--- src/rtl/ack_receiver_pkg.sv ---
// Shared types and constants for the ACK/NAK response receiver.
package ack_receiver_pkg;

    // Message type codes carried in byte 0 of an ACK/NAK frame.
    localparam logic [7:0] MSG_TYPE_ACK = 8'h00;
    localparam logic [7:0] MSG_TYPE_NAK = 8'h01;

    // Frame parser position within the current frame.
    typedef enum logic [2:0] {
        PS_IDLE,
        PS_EID,
        PS_LEN,
        PS_PAYLOAD,
        PS_DONE,
        PS_SKIP,
        PS_OVERRUN
    } parse_state_e;

    // True when the type byte opens a frame this block understands.
    function automatic logic is_ack_nak_type(input logic [7:0] type_byte);
        return (type_byte == MSG_TYPE_ACK) || (type_byte == MSG_TYPE_NAK);
    endfunction

endpackage

--- src/rtl/ack_receiver.sv ---
// Receive-side ACK/NAK frame parser with an armed response wait and timeout.
// All result pulses are registered and appear the cycle after the frame ends.
module ack_receiver
    import ack_receiver_pkg::*;
#(
    parameter int                   TIMEOUT_W      = 24,
    parameter logic [TIMEOUT_W-1:0] TIMEOUT_CYCLES = TIMEOUT_W'(1000000)
) (
    input  logic       clk,
    input  logic       reset,
    input  logic [7:0] message_data,
    input  logic       message_data_valid,
    input  logic       message_frame_valid,
    input  logic       wait_start,
    input  logic [7:0] wait_eid,
    output logic       busy,
    output logic       ack_received,
    output logic       nak_received,
    output logic       timeout,
    output logic       frame_error,
    output logic       unmatched,
    output logic [7:0] last_eid
);

    localparam logic [TIMEOUT_W-1:0] TIMER_ONE  = {{(TIMEOUT_W-1){1'b0}}, 1'b1};
    localparam logic [TIMEOUT_W-1:0] TIMER_LAST = TIMEOUT_CYCLES - TIMER_ONE;

    parse_state_e         state_q,      state_d;
    logic                 is_nak_q,     is_nak_d;
    logic [7:0]           eid_q,        eid_d;
    logic [7:0]           remain_q,     remain_d;
    logic                 busy_q,       busy_d;
    logic [7:0]           exp_eid_q,    exp_eid_d;
    logic [TIMEOUT_W-1:0] timer_q,      timer_d;
    logic                 ack_q,        ack_d;
    logic                 nak_q,        nak_d;
    logic                 timeout_q,    timeout_d;
    logic                 ferr_q,       ferr_d;
    logic                 unmatched_q,  unmatched_d;
    logic [7:0]           last_eid_q,   last_eid_d;

    logic byte_en;
    logic frame_end;
    logic matched;

    assign byte_en   = message_frame_valid && message_data_valid;
    assign frame_end = !message_frame_valid && (state_q != PS_IDLE);

    // State register: parser, arm/timer and registered result outputs.
    always_ff @(posedge clk or negedge reset) begin
        if (!reset) begin
            state_q     <= PS_IDLE;
            is_nak_q    <= 1'b0;
            eid_q       <= 8'h00;
            remain_q    <= 8'h00;
            busy_q      <= 1'b0;
            exp_eid_q   <= 8'h00;
            timer_q     <= '0;
            ack_q       <= 1'b0;
            nak_q       <= 1'b0;
            timeout_q   <= 1'b0;
            ferr_q      <= 1'b0;
            unmatched_q <= 1'b0;
            last_eid_q  <= 8'h00;
        end else begin
            state_q     <= state_d;
            is_nak_q    <= is_nak_d;
            eid_q       <= eid_d;
            remain_q    <= remain_d;
            busy_q      <= busy_d;
            exp_eid_q   <= exp_eid_d;
            timer_q     <= timer_d;
            ack_q       <= ack_d;
            nak_q       <= nak_d;
            timeout_q   <= timeout_d;
            ferr_q      <= ferr_d;
            unmatched_q <= unmatched_d;
            last_eid_q  <= last_eid_d;
        end
    end

    // Next-state: frame parsing, end-of-frame evaluation, then timer and re-arm.
    always_comb begin
        state_d     = state_q;
        is_nak_d    = is_nak_q;
        eid_d       = eid_q;
        remain_d    = remain_q;
        busy_d      = busy_q;
        exp_eid_d   = exp_eid_q;
        timer_d     = timer_q;
        last_eid_d  = last_eid_q;
        ack_d       = 1'b0;
        nak_d       = 1'b0;
        timeout_d   = 1'b0;
        ferr_d      = 1'b0;
        unmatched_d = 1'b0;
        matched     = 1'b0;

        if (frame_end) begin
            // Evaluation uses the arm state as it stood before this edge.
            state_d = PS_IDLE;
            case (state_q)
                PS_DONE: begin
                    last_eid_d = eid_q;
                    if (busy_q && (eid_q == exp_eid_q)) begin
                        matched = 1'b1;
                        ack_d   = !is_nak_q;
                        nak_d   = is_nak_q;
                    end else begin
                        unmatched_d = 1'b1;
                    end
                end
                PS_EID, PS_LEN, PS_PAYLOAD, PS_OVERRUN: ferr_d = 1'b1;
                default: ;
            endcase
        end else if (byte_en) begin
            case (state_q)
                PS_IDLE: begin
                    if (is_ack_nak_type(message_data)) begin
                        is_nak_d = (message_data == MSG_TYPE_NAK);
                        state_d  = PS_EID;
                    end else begin
                        state_d = PS_SKIP;
                    end
                end
                PS_EID: begin
                    eid_d   = message_data;
                    state_d = PS_LEN;
                end
                PS_LEN: begin
                    remain_d = message_data;
                    state_d  = (message_data == 8'h00) ? PS_DONE : PS_PAYLOAD;
                end
                PS_PAYLOAD: begin
                    remain_d = remain_q - 8'd1;
                    if (remain_q == 8'd1) begin
                        state_d = PS_DONE;
                    end
                end
                PS_DONE: state_d = PS_OVERRUN;
                default: ;
            endcase
        end

        // A match on the expiry edge wins over the timeout.
        if (matched) begin
            busy_d = 1'b0;
        end else if (busy_q) begin
            if (timer_q == TIMER_LAST) begin
                timeout_d = 1'b1;
                busy_d    = 1'b0;
            end else begin
                timer_d = timer_q + TIMER_ONE;
            end
        end

        // Arming replaces any pending wait without reporting it.
        if (wait_start) begin
            busy_d    = 1'b1;
            timer_d   = '0;
            exp_eid_d = wait_eid;
            timeout_d = 1'b0;
        end
    end

    assign busy         = busy_q;
    assign ack_received = ack_q;
    assign nak_received = nak_q;
    assign timeout      = timeout_q;
    assign frame_error  = ferr_q;
    assign unmatched    = unmatched_q;
    assign last_eid     = last_eid_q;

endmodule

--- config.mk ---
export PLATFORM = sky130hd
export DESIGN_NAME = ack_receiver
export DESIGN_NICKNAME = d
export VERILOG_FILES = /design/src/rtl/ack_receiver_pkg.sv /design/src/rtl/ack_receiver.sv
export SDC_FILE = /design/constraint.sdc
export NUM_CORES = 1
export LEC_CHECK = 0
export ABC_AREA = 1
export CORE_ASPECT_RATIO = 1.5
export CORE_MARGIN = 2
export CORE_UTILIZATION = 34
export CTS_BUF_LIST = sky130_fd_sc_hd__clkbuf_2
export CTS_CLUSTER_SIZE = 10
export DETAILED_ROUTE_END_ITERATION = 6
export SYNTH_ARGS = -nofsm -noshare
export SYNTH_HDL_FRONTEND = slang
export SYNTH_SLANG_ARGS = --single-unit
--- constraint.sdc ---
create_clock -name clk -period 1.9 [get_ports clk]
set_clock_uncertainty 0.2 [all_clocks]
set_input_delay 0.38 -clock clk [delete_from_list [all_inputs] [get_ports clk]]
set_output_delay 0.38 -clock clk [all_outputs]
set_load 0.05 [all_outputs]
==> out/metrics.cfg <==
[drt]
vias=3853
drt-initial-drc-count=229
routed_via_density=4.902
ant_nets=0
wl_microns=10330
drc=0
drt_pass1_iterations=4
wire_per_inst_microns=13.14

[worst_setup_path]
worstSetupPathType=reg -> reg
rr_startpoint=timer_q[12]
reg2reg_depth=10
end_kind=flop
cp.required_ns=2.13
worst-path-max-fanout=19
r2r_setup_slack_ns=0.10
cp.arrival_ns=2.03
crit_path_start_kind=flop
r2r-end=timer_q[2]

[global_route]
track_usage_pct=17.25
overflow=0
grt_pass1_vias=3749
grt_max_degree=67
antenna_found_initial=1
grt_pass1_wl_microns=17170

[timing]
finalCritPeriodShare_pct=94.63
final_max_slew_viol_count=0
max_freq_mhz=556.2
setup_tns_ns=0
hold_violations=0
finalSetupViolations=0
tightest_slew_ns=0.4339
relSlewSlack_pct=71.04
grt_setup_unrepaired=yes
layout_min_cycle_time_ns=1.798
hold_slack_ns=0.1827

[synth]
synthCells=564
ys_ff_latch=66
yosysMostFrequentCell=nand2_1
ys_types=30
yosysWarnings=0
synth_edf_count=0
syn_area_per_cell_sq_um=7.075
synth_area_sq_mm=0.003990
ys_seq_area_share_pct=41.39
synth_ff_type=dfrtp_1
synth.top_cell.area_share_pct=41.39
syn-num-nets=588
synth_common_cells=nand2_1 (166), nor2_1 (74), dfrtp_1 (66)
yosys.area.top_type=dfrtp_1
yosys-top-cells-area=dfrtp_1 (41%), nand2_1 (16%), nor2_1 (7.0%)
async_reset_ff_share_pct=100.0

[layout]
final_area_sq_mm=0.004885
stdcell_count=786
drive_gt1_share_pct=17.17
regArea_sq_mm=0.001664
fin_nets=654
multiInputGateArea_sq_mm=0.002038
syn_to_final_growth_pct=22.42
fillers=1180

[floorplanning]
io_pins=35
die_y_microns=136.7
fp.dieArea_sq_mm=0.01264
start_util_pct=34.78
die_w_microns=92.45
core_sq_mm=0.01147
num_rows=48

[clocking]
clkSlewWorstSetupHoldPaths_ns=0.21
clk_latency_ns=0.53
ctsLongestPathBuffers=2
cts.sinks=66
cts_tree=built
numCtsBuffers=9
root_buffer=clkbuf_2
h-tree-depth=3

[power]
p_int_w=0.002602
p_clk_share_pct=18.7
p_sw_w=0.001967
switching_share_pct=43.05
worst_ir_drop_vdd_v=0.0004599
powerDensity_mw_per_mm2=935.2
total_leakage_power_nw=2.304
seqPwrFrac_pct=42.8
pwr-share-comb_pct=38.5

[place]
place_inst=768
gp_congestion=0.9412
dp.final_hpwl_microns=7799
post_dp_cell_area_sq_mm=0.004726
port_buffers=34

[worst_hold_path]
hold_path_class=in -> async

[job]
maxCapViolCount=0

[outcome]
status=finished clean

[metal layers]
layer  vias up  track usage [%]  routed length [microns]
li1       1934                -                        -
met1      1813            19.04                     4271
met2        77            31.55                     5397
met3        29            3.634                      365
met4         0            7.711                      295
met5         -                0                        0
[cells in the final DEF, fill, tap and decap left out, types with 2 or more instances in the layout]
| cell | Yosys | routed |
|---|---|---|
| buf_12 | 0 | 5 |
| clkdlybuf4s50_1 | 0 | 19 |
| inv_1 | 59 | 59 |
| o21ai_0 | 38 | 38 |
| nand3_2 | 2 | 2 |
| a21oi_1 | 12 | 12 |
| nand3_1 | 55 | 54 |
| clkinv_2 | 0 | 2 |
| ha_1 | 3 | 3 |
| nand2_2 | 12 | 12 |
| nand2_8 | 2 | 2 |
| o22ai_1 | 2 | 2 |
| clkbuf_2 | 0 | 9 |
| buf_4 | 1 | 44 |
| nor2_1 | 74 | 72 |
| xor2_1 | 9 | 9 |
| dfrtp_2 | 0 | 10 |
| nor2_2 | 2 | 3 |
| o21bai_1 | 6 | 6 |
| nand2_1 | 166 | 166 |
| nand3_4 | 1 | 2 |
| dfrtp_1 | 66 | 56 |
| inv_2 | 4 | 4 |
| nor2_4 | 5 | 6 |
| nor3_1 | 5 | 4 |
| nand4_1 | 19 | 19 |
| o211ai_1 | 3 | 3 |
[power by group through the flow]
stage | clock network [W] | registers, W | logic, W
after floorplan | 0 | 0.00227 | 0.000884
after global placement | 0 | 0.00197 | 0.00171
after detailed placement | 0 | 0.00199 | 0.00174
after CTS | 0.000889 | 0.00196 | 0.00174
after global routing | 0.000955 | 0.00200 | 0.00195
final | 0.000856 | 0.00195 | 0.00176
[worst max-delay path: stages (launching register included)]
cell     delay [ns]
dfrtp_1        0.50
nor2_1         0.17
nand3_1        0.09
nor2_1         0.14
nand3_2        0.08
nand2_2        0.08
inv_4          0.07
nand2_8        0.10
nand2_8        0.13
nand2_1        0.10
nand2_1        0.05
[per-stage QoR]
stage	utilization [%]	setup slack, ns	total power [W]
2_1_floorplan	-	0.009542	0.003151
5_1_grt	42.58	-0.01184	0.004901
4_1_cts	42.21	0.01738	0.004592
3_3_place_gp	41.20	-0.04894	0.003683
3_5_place_dp	41.20	-0.08264	0.003728
6_report	42.58	0.1021	0.004568
[worst max-delay path by stage]
stage                              startpoint           to  slack (ns)  cells past startpoint
after floorplan                    timer_q[0]  timer_q[10]        0.01                     12
after global placement    message_frame_valid  timer_q[17]       -0.05                      8
after detailed placement      message_data[4]   state_q[0]       -0.08                      8
after CTS                          timer_q[3]  timer_q[15]        0.02                      7
after global routing               timer_q[3]  timer_q[15]       -0.01                      7
final                             timer_q[12]   timer_q[2]        0.10                     10
[sequential cells by signal (all words and copies together) (netlist names)]
register      flops
busy              1
state_q           3
eid_q             8
frame_error       1
remain_q          8
is_nak_q          1
last_eid          8
ack_received      1
nak_received      1
exp_eid_q         8
unmatched         1
timer_q          24
timeout           1
[cell type report]
| class | count | share of cell area, % |
|---|---|---|
| Multi-Input combinational cell | 419 | 41.73 |
| Sequential cell | 66 | 34.07 |
| Timing Repair Buffer | 70 | 13.01 |
| Inverter | 64 | 4.969 |
| Tap cell | 150 | 3.842 |
| Clock inverter | 7 | 1.409 |
| Clock buffer | 9 | 0.9221 |
| Antenna cell | 1 | 0.05123 |
[cells by family after synthesis]
group	share of synthesized area [%]
AND/OR/NAND/NOR	38.79
buffers and inverters	8.310
flip-flops	41.39
AO/OA/AOI/OAI	8.592
XOR/XNOR	1.976
adder cells (fa/ha/maj)	0.9408
[repair_timing]
| item | 4_1_cts | 5_1_grt |
|---|---|---|
| buffers inserted | 0 | 1 |
| endpoints found under the setup margin | 1 | 19 |
| resized for setup | 0 | 14 |
| hold buffers | 1 | 0 |
| endpoints found under the hold margin | 66 | 0 |
| cloned | 0 | 0 |
| pin swaps | 0 | 0 |
Power figures use the tool's default switching activity.
